## src/rtl/tile_spawner.sv

```systemverilog
// rtl/tile_spawner.sv - places a new tile in a pseudo-random empty cell of the board
// Optional "4" tiles enabled by defining TILE_SPAWN_FOUR_EN.
module tile_spawner #(
  parameter logic [15:0] SEED        = 16'hACE1,
  parameter int unsigned FOUR_THRESH = 4
) (
  input  logic        clk,
  input  logic        rst,
  input  logic        spawn_req,
  input  logic [63:0] board_in,
  input  logic [15:0] occ,
  output logic [63:0] board_out,
  output logic [3:0]  cell_idx,
  output logic        done,
  output logic        no_space,
  output logic        busy
);

  localparam logic [15:0] SEED_EFF = (SEED == 16'h0000) ? 16'h0001 : SEED;

  typedef enum logic {IDLE, SCAN} state_t;

  state_t      state_q, state_d;
  logic [15:0] lfsr_q, lfsr_d;
  logic [63:0] board_q, board_ins;
  logic [15:0] occ_q;
  logic [3:0]  idx_q, val_q, new_val;
  logic [63:0] board_out_q;
  logic [3:0]  cell_idx_q;
  logic        done_q, no_space_q;
  logic        full, slot_free;

  assign full      = (occ == 16'hFFFF);
  assign slot_free = ~occ_q[idx_q];
  assign lfsr_d    = {lfsr_q[14:0], lfsr_q[15] ^ lfsr_q[13] ^ lfsr_q[12] ^ lfsr_q[10]};

`ifdef TILE_SPAWN_FOUR_EN
  assign new_val = (32'(lfsr_q[7:4]) < FOUR_THRESH) ? 4'd2 : 4'd1;
`else
  assign new_val = 4'd1;
`endif

  always_comb begin
    board_ins = board_q;
    board_ins[{idx_q, 2'b00} +: 4] = val_q;
  end

  always_ff @(posedge clk or posedge rst) begin
    if (rst) state_q <= IDLE;
    else     state_q <= state_d;
  end

  always_comb begin
    state_d = state_q;
    case (state_q)
      IDLE:    if (spawn_req && !full) state_d = SCAN;
      SCAN:    if (slot_free)          state_d = IDLE;
      default: state_d = IDLE;
    endcase
  end

  always_comb begin
    busy = (state_q == SCAN);
  end

  // LFSR free-runs in every state; done/no_space are single-cycle pulses.
  always_ff @(posedge clk or posedge rst) begin
    if (rst) begin
      lfsr_q      <= SEED_EFF;
      board_q     <= '0;
      occ_q       <= '0;
      idx_q       <= '0;
      val_q       <= '0;
      board_out_q <= '0;
      cell_idx_q  <= '0;
      done_q      <= 1'b0;
      no_space_q  <= 1'b0;
    end else begin
      lfsr_q     <= lfsr_d;
      done_q     <= 1'b0;
      no_space_q <= 1'b0;
      if (state_q == IDLE) begin
        if (spawn_req && full) begin
          no_space_q <= 1'b1;
        end else if (spawn_req) begin
          board_q <= board_in;
          occ_q   <= occ;
          idx_q   <= lfsr_q[3:0];
          val_q   <= new_val;
        end
      end else if (slot_free) begin
        board_out_q <= board_ins;
        cell_idx_q  <= idx_q;
        done_q      <= 1'b1;
      end else begin
        idx_q <= idx_q + 4'd1;
      end
    end
  end

  assign board_out = board_out_q;
  assign cell_idx  = cell_idx_q;
  assign done      = done_q;
  assign no_space  = no_space_q;

endmodule
```

## config.mk

```make
export PLATFORM = sky130hd
export DESIGN_NAME = tile_spawner
export DESIGN_NICKNAME = d
export VERILOG_FILES = /design/src/rtl/tile_spawner.sv
export SDC_FILE = /design/constraint.sdc
export NUM_CORES = 1
export LEC_CHECK = 0
export ABC_AREA = 1
export BUFFER_PORTS_ARGS = -buffer_cell sky130_fd_sc_hd__buf_2
export CAP_MARGIN = 5
export CORE_UTILIZATION = 50
export DETAILED_ROUTE_END_ITERATION = 16
export PLACE_DENSITY = 0.77
export SYNTH_ARGS = -nofsm -noshare
export SYNTH_HDL_FRONTEND = slang
export SYNTH_SLANG_ARGS = --single-unit
```

## constraint.sdc

```tcl
create_clock -name clk -period 5 [get_ports clk]
set_input_delay 0.5 -clock clk [delete_from_list [all_inputs] [get_ports clk]]
set_output_delay 0.5 -clock clk [all_outputs]
set_load 0.03 [all_outputs]
```

---- After elaboration in Yosys (flattened, before gate mapping) ----
Cells that the tools add are included.
word-level totals
  input port bits ......................... 83
  word-level logic and storage cells ...... 45
  output and inout port bits .............. 71
  register bits ........................... 172
operators by class
  shift operators ......................... 2
  reductions and logical operators ........ 7
  $lt $le $gt $ge ......................... 1
  add/sub/neg operators ................... 2
  equality and inequality tests ........... 3
  multiplexer cells ....................... 14
  bitwise gates (word level) .............. 6
operators with widths
  operator                                                                  count
  64-bit bitwise mux                                                        1
  4-bit by 8-bit variable shift with 64-bit output (first input constant)   1
  4-bit by 8-bit indexed part select with 64-bit output                     1
  16-bit == test (second input constant)                                    1
  4-bit two-way mux                                                         4
  6-bit negation with 8-bit output                                          1
  1-bit two-way mux                                                         7
  3-bit AND reduction                                                       2
  4-bit by 5-bit < comparator with 1-bit output (second input constant)     1
  4-bit by 1-bit adder with 4-bit output (second input constant)            1
  1-bit binary-select mux with 4-bit select                                 1
  1-bit NOT                                                                 3
  1-bit XOR                                                                 3
  1-bit logical AND                                                         2
  2-bit by 1-bit inequality test with 1-bit output (second input constant)  1
  2-bit inequality test (second input constant)                             1
  1-bit case mux with 2 select lines                                        1
  2-bit AND reduction                                                       1
  2-bit nonzero test                                                        1
  1-bit logical NOT                                                         1

---- Longest topological paths before layout ----
Gate-level depths: netlist (run 1).
  depth after elaboration ................. 5
  mapped depth ............................ 13
  mapped depth without buffers ............ 11

---- Worst setup path after synthesis (run 1) ----
OpenSTA, ideal clock, no wires.
  kind .................................... register -> register
  start point ............................. register idx_q[1]
  end point ............................... register board_out_q[60], in the netlist board_out[60]
  setup time .............................. 117 ps
  data required time ...................... 4883 ps
  clock period less this slack ............ 1839 ps
  arrival time ............................ 1723 ps
  cell stages (with the launch flop) ...... 12
  buffers on the path ..................... 1
  path slack .............................. 3161 ps
  cells stage by stage .................... dfrtp_1 -> buf_2 -> inv_1 -> ha_1 -> xor2_2 -> nand2_1 -> inv_1 -> nand3_1 -> nand2_1 -> o21ai_1 -> nand2_1 -> nand2_1
between the ends
  word-level cells in the longest chain between the ends .. 4
  elaborated cells on any way between the ends .. 8
  those cells by class .................... add/sub (1); shift (2); mux (3); bitwise (1); reduce/logical (1)
ends and longest elaborated chain
  item                                                                                      RTL line  text
  start, declared                                                                           27        logic [3:0] idx_q, val_q, new_val;
  start signal, assigned                                                                    88        idx_q <= lfsr_q[3:0];
  start signal, assigned                                                                    96        idx_q <= idx_q + 4'd1;
  parallel branches: the longest is 4 deep, another holds 6-bit negation with 8-bit output  -
  end signal, assigned                                                                      92        board_out_q <= board_ins;
  end, declared                                                                             28        logic [63:0] board_out_q;
Several ways; the timed one is not identified. The select of a mux whose other input is x is not followed.
A chain may end at the register's enable or synchronous reset.

---- Worst setup path in the final report (run 1) ----
  start point ............................. register idx_q[0]
  end point ............................... register board_out_q[6], in the netlist board_out[6]
Same word-level chain as after synthesis.

==> results of run 1 <==
==> logic make-up (layout without fill, tap and decap cells) <==
logic type	after synthesis	count (layout)	synth area share, %
flip-flops	172	172	57.4
AO/OA/AOI/OAI	68	68	6.13
buffers and inverters	71	213	5.66
adder cells (fa/ha/maj)	4	4	0.666
XOR/XNOR	6	6	0.800
AND/OR/NAND/NOR	526	526	29.3
==> registers in the layout, summed over array words and instances, names as in the netlist <==
register   cells
no_space       1
cell_idx       4
done           1
lfsr_q        16
idx_q          4
board_out     64
board_q       64
busy           1
val_q          1
occ_q         16
==> worst register-to-register path, delay by kind of cell (launching register included) <==
| kind | cells | cell delay [ns] |
|---|---|---|
| buffers and inverters | 2 | 0.93 |
| and+or+nand+nor | 7 | 1.26 |
| AOI/OAI and AO/OA | 1 | 0.06 |
| DFF | 1 | 0.69 |
==> per-stage QoR <==
step           worst slack [ns]  std cells  total power, uW  cell area, sq um
2_1_floorplan              2.31        847             4300              7520
3_3_place_gp               1.99       1141             4700              8230
3_5_place_dp               1.96       1141             4780              8230
4_1_cts                    1.94       1173             6400              8960
5_1_grt                    1.67       1173             6800              8960
6_report                   1.96       1173             6360              8960
==> power groups by stage <==
stage | Clock, uW | Combinational, uW | Sequential (uW)
6_report | 1610 | 2440 | 2310
5_1_grt | 1690 | 2730 | 2380
4_1_cts | 1630 | 2470 | 2310
3_5_place_dp | 0 | 2450 | 2330
3_3_place_gp | 0 | 2390 | 2310
2_1_floorplan | 0 | 1590 | 2710
==> worst paths after layout <==
check | from | end | slack [ns] | depth (start not counted)
max in group asynchronous | rst | busy | 4.01 | 3
setup reg to reg | idx_q[0] | board_out[6] | 1.96 | 10
hold reg to reg | lfsr_q[8] | lfsr_q[9] | 0.35 | 0
setup / recovery | idx_q[0] | board_out[6] | 1.96 | 10
hold / removal | board_in[11] | board_q[11] | 0.30 | 3
min in group asynchronous | rst | board_out[58] | 0.33 | 3
==> cell usage in the layout (no fill, tap or decap) <==
cell type,Yosys,final
o21ai_0,12,12
clkinvlp_4,0,3
buf_4,5,2
clkbuf_16,0,17
inv_1,20,19
xor2_2,1,1
ha_1,4,4
nand3_4,1,1
buf_2,7,153
nand2_2,15,14
o21ai_1,22,22
nand3b_1,1,1
nor2_2,2,2
clkbuf_8,0,1
nand3_1,105,105
nor2_4,1,2
or2_0,2,1
bufinv_16,0,8
nand2_1,374,374
xnor2_1,3,3
or2_2,2,2
nand4_1,6,6
inv_6,0,3
or2_4,0,1
dfstp_2,8,8
o21ai_2,32,32
inv_2,5,5
nor2_1,14,13
a21oi_1,2,2
dfrtp_1,164,164
buf_12,0,1
nor3_1,3,3
clkinv_2,0,1
xor2_1,2,2
nand2_4,0,1
==> per-layer routing <==
metal | GRT usage (%) | up-vias | share of wire (%)
met1 | 32.1 | 2844 | 46
met3 | 5.41 | 25 | 5.8
li1 | - | 2959 | -
met5 | 0 | - | 0
met4 | 8.29 | 0 | 2.1
met2 | 34.5 | 188 | 46
==> final cells by class <==
cell class              instances  area [sq um]  share of cell area (%)
flip-flops and latches        172          4310                    48.2
clock buffers                  18           439                    4.90
inverters                      25          97.6                    1.09
repair buffers                156           801                    8.94
clock inverters                14           287                    3.20
well taps                     184           230                    2.57
multi-input cells             604          2790                    31.1
==> qor.txt, run 1 <==
GRT Total Usage: 22.8%
peak supply drop: 0.000325 V
clock skew: 0.00835 ns
Layout area overhead: 19.2%
GRT overflow: 0
Slew @ Worst Pin: 0.979 ns
worst-skew pair later-pin latency: 0.43 ns
crit path time final: 3.04 ns
Placer Congestion: 0.834
CTS hold repair buffers: 0
CTS H-tree depth: 4
count leader, synth: nand2_1
TritonCTS clock tree: done
CP max FO: 70
post-synth top area share: 54.6%
final hold slack: 0.299 ns
worst min-delay path class: in -> reg
sinks on the clock net: 172
initial antenna violation count: 0
height of the die: 125 um
Sw Share: 40.8%
DR vias: 6016
Layout fillers: 1270
global-route wire length before repair: 28300 um
crit share post-route: 60.9%
Num CTS Buffers: 17
startpoint types: register
Cell Rows: 44
Post-Syn Area: 7510 sq um
final WL: 16900 um
slew margin rel.: 34.7%
Routed Antenna Nets: 0
max-slew violation count: 0
IO Count: 154
vias per cell: 5.13
Lkg Pwr: 0.00482 uW
EDFF count, synth: 0
pwr/cell area: 710 nW/um^2
WP buf/inv: 2
crit path kind: reg -> reg
CP max-delay cell: dfrtp_1
CORE AREA: 14600 sq um
Crit path top cell by count: nand2_1
asr flop ratio synth: 100%
crit-path leading delay family: simple AND/OR/NAND/NOR gates
commonest cells in the netlist: nand2_1, dfrtp_1, nand3_1
die width: 125 um
PortBufs: 153
Req. time, crit path: 5.30 ns
Antenna diodes: 0
Iteration-0 DRC Markers: 449
clock slew at reported path FFs: 0.06 ns
Yosys top cell by area: dfrtp_1
Post-CTS Setup Bufs: 0
DRC Markers: 0
crit path capture type: register
vias in the first global route: 5786
part of the power in registers: 36.4%
P_int: 3760 uW
Critical Path AT: 3.34 ns
nets: 1063
P_sw: 2590 uW
syn_area_per_cell: 8.87 sq um
Yosys Warn Count: 0
run status: finished, final reports clean
Comb power frac: 38.3%
largest cells by area after synthesis: dfrtp_1, nand2_1, nand3_1, o21ai_2, dfstp_2
setup violators final: 0
largest net degree at the start of global routing: 173
RSZ-0062 raised after global routing: no
sequential fraction of the synthesis area: 57.4%
worst path cell trace: inv_2, nand2_1, nand2_1, nor2_1, nor2_2, nand2_2, nand3_4, buf_4, nand2_1, o21ai_2
clock tree buffer depth: 2
final core utilization: 61.4%
f_max: 329 MHz
max_cap viols: 0
Main synth FF type: dfrtp_1
number of library cell types mapped by synthesis: 29
syn nets: 934
DP HPWL: 10900 um
Cells after Synth: 847
layout cells sized above 1: 26.1%
CTS root buffer: clkbuf_16
Starting Density: 51.5%
die area: 15500 sq um
#FFs+latches synth: 172
# resized after CTS: 0
drt wl/cell: 14.4 um
part of the power in the clock network: 25.3%
Hold Fails Final Rpt: 0
TritonRoute pass-1 iters: 4
Setup TNS Final: 0 ns
slowest stage delay, CP: 0.69 ns
(Power assumes the default switching activity.)
==> run 2: changes to the inputs <==
--- a/config.mk
+++ b/config.mk
@@ -10,7 +10,7 @@
 export CAP_MARGIN = 5
 export CORE_UTILIZATION = 50
 export DETAILED_ROUTE_END_ITERATION = 16
-export PLACE_DENSITY = 0.77
+export PLACE_DENSITY = 0.74
 export SYNTH_ARGS = -nofsm -noshare
 export SYNTH_HDL_FRONTEND = slang
 export SYNTH_SLANG_ARGS = --single-unit
==> constraint.sdc (replaced) <==
create_clock -name clk -period 2.81 [get_ports clk]
set_input_delay 0.281 -clock clk [delete_from_list [all_inputs] [get_ports clk]]
set_output_delay 0.281 -clock clk [all_outputs]
set_load 0.03 [all_outputs]
==> qor.txt, run 2 (synthesized netlist as in run 1, its figures left out) <==
run status: finished, final reports clean
CTS root buffer: clkbuf_16
TritonRoute pass-1 iters: 5 (+1)
final WL: 17000 um (+0.90%)
Hold Fails Final Rpt: 0 (unchanged)
Critical Path AT: 2.72 ns (-0.62 ns)
clock tree buffer depth: 2 (unchanged)
worst reg-to-reg path cell count: 10 (unchanged)
GRT overflow: 0 (unchanged)
worst setup path startpoint: idx_q[0]
Lkg Pwr: 0.00480 uW (-0.38%)
crit-path leading delay family: flip-flops
setup violators final: 0 (unchanged)
vias in the first global route: 5783 (-0.052%)
DP HPWL: 11400 um (+4.6%)
slowest stage delay, CP: 0.68 ns (about the same)
Req. time, crit path: 3.12 ns (-2.18 ns)
CORE AREA: 14600 sq um (unchanged)
height of the die: 125 um (unchanged)
area of the multi-input gates: 2790 sq um (unchanged)
final core utilization: 61.3% (-0.077 points)
startpoint types: register
Setup TNS Final: 0 ns (unchanged)
most frequent cells in the layout: nand2_1, dfrtp_1, buf_2
Starting Density: 51.5% (unchanged)
CP max FO: 18 (-74%)
most common cell after layout, fill and taps aside: nand2_1
largest net degree at the start of global routing: 102 (-41%)
register-to-register setup slack: 0.40 ns (-1.55 ns)
placed inst area: 8320 sq um (+1.1%)
Final Cell Area: 8940 sq um (-0.13%)
crit path time final: 2.41 ns (-0.637 ns)
slew margin rel.: 43.4% (+8.7 points)
Antenna diodes: 0 (unchanged)
CP max-delay cell: dfrtp_1
sinks on the clock net: 172 (unchanged)
worst min-delay path startpoint: board_in[5]
TritonCTS clock tree: done
crit path kind: reg -> reg
Layout area overhead: 19.1%
die area: 15500 sq um (unchanged)
layout cells sized above 1: 26.1% (-0.031 points)
Placer Congestion: 0.890 (+6.7%)
pwr/cell area: 1230 nW/um^2 (+73%)
Slew @ Worst Pin: 0.849 ns (-0.130 ns)
DRC Markers: 0 (unchanged)
clock slew at reported path FFs: 0.06 ns (about the same)
Cell Rows: 44 (unchanged)
initial antenna violation count: 0 (unchanged)
Routed Antenna Nets: 0 (unchanged)
Layout fillers: 1280 (+0.79%)
crit share post-route: 85.6% (+25 points)
Num CTS Buffers: 17 (unchanged)
max_cap viols: 0 (unchanged)
GRT Total Usage: 23.5% (+0.69 points)
max-slew violation count: 0 (unchanged)
global-route wire length before repair: 28700 um (+1.4%)
clock skew: 0.00832 ns (-0.0000267 ns)
Crit path top cell by count: nand2_1
DR vias: 6025 (+0.15%)
crit path capture type: register
RR Endpoint: board_out[52]
Iteration-0 DRC Markers: 466 (+3.8%)
worst path cell trace: inv_2, ha_1, xor2_2, nand2_1, inv_1, nand3_1, nand2_1, o21ai_1, nand2_1, nand2_1
Reg area: 4310 sq um (unchanged)
peak supply drop: 0.000575 V (+77%)
worst-skew pair later-pin latency: 0.43 ns (about the same)
Reg-to-Reg Start: idx_q[0]
die width: 125 um (unchanged)
worst min-delay path class: in -> reg
IO Count: 154 (unchanged)
nets: 1069 (+0.56%)
RSZ-0062 raised after global routing: no
WHS Path Cells: 3 (unchanged)
hold endpoint: board_q[5]
vias per cell: 5.11 (-0.28%)
drt wl/cell: 14.4 um (+0.47%)
CTS H-tree depth: 4 (unchanged)
PortBufs: 153 (unchanged)
f_max: 416 MHz (+26%)
WP buf/inv: 2 (unchanged)
run 2: worst reg2reg max path: cells and delay by family, from the launching register on:
family          cells  cell delay [ns]
flops               1             0.68
simple gates        5             0.56
buf+inv             2             0.36
xor+xnor            1             0.33
fa+ha+maj           1             0.32
compound gates      1             0.07
run 2: worst max-delay path by stage:
stage | endpoint | slack (ns) | depth (start not counted)
2_1_floorplan | board_out[0] | 0.34 | 1
3_3_place_gp | board_out[60] | 0.51 | 10
3_5_place_dp | board_out[52] | 0.47 | 10
4_1_cts | board_out[52] | 0.44 | 10
5_1_grt | board_out[52] | 0.19 | 10
6_report | board_out[52] | 0.40 | 10
run 2: metrics by stage:
stage,std cells,hold slack (ns),total power [uW],setup WS [ns]
floorplan,847,0.331,7660,0.339
global placement,1146,0.334,8510,0.515
detailed placement,1146,0.338,8590,0.466
CTS,1178,0.0634,11100,0.441
global route,1178,0.0792,11800,0.189
finish,1178,0.0784,11000,0.404
run 2: final cells by class:
class	instances	area share, %
Timing Repair Buffer	162	10.0
Multi-Input combinational cell	604	31.2
Clock buffer	21	5.04
Clock inverter	10	1.86
Tap cell	184	2.57
Sequential cell	172	48.2
Inverter	25	1.09
run 2: power by group:
part           internal, uW  switching (uW)  total (uW)
Sequential             3500             603        4110
Combinational          1390            3050        4440
Clock                  1510             943        2450
run 2: routing by layer:
layer	GRT usage [%]	share of wire [%]
met3	6.19	6.7
met1	32.4	46
met5	0	0
met2	35.8	46
met4	8.93	2.0
run 2: what timing repair did:
| item | 4_1_cts | 5_1_grt |
|---|---|---|
| setup buffers | 0 | 0 |
| resized for setup | 0 | 0 |
| hold buffers | 1 | 0 |
| endpoints found under the hold margin | 3 | 0 |
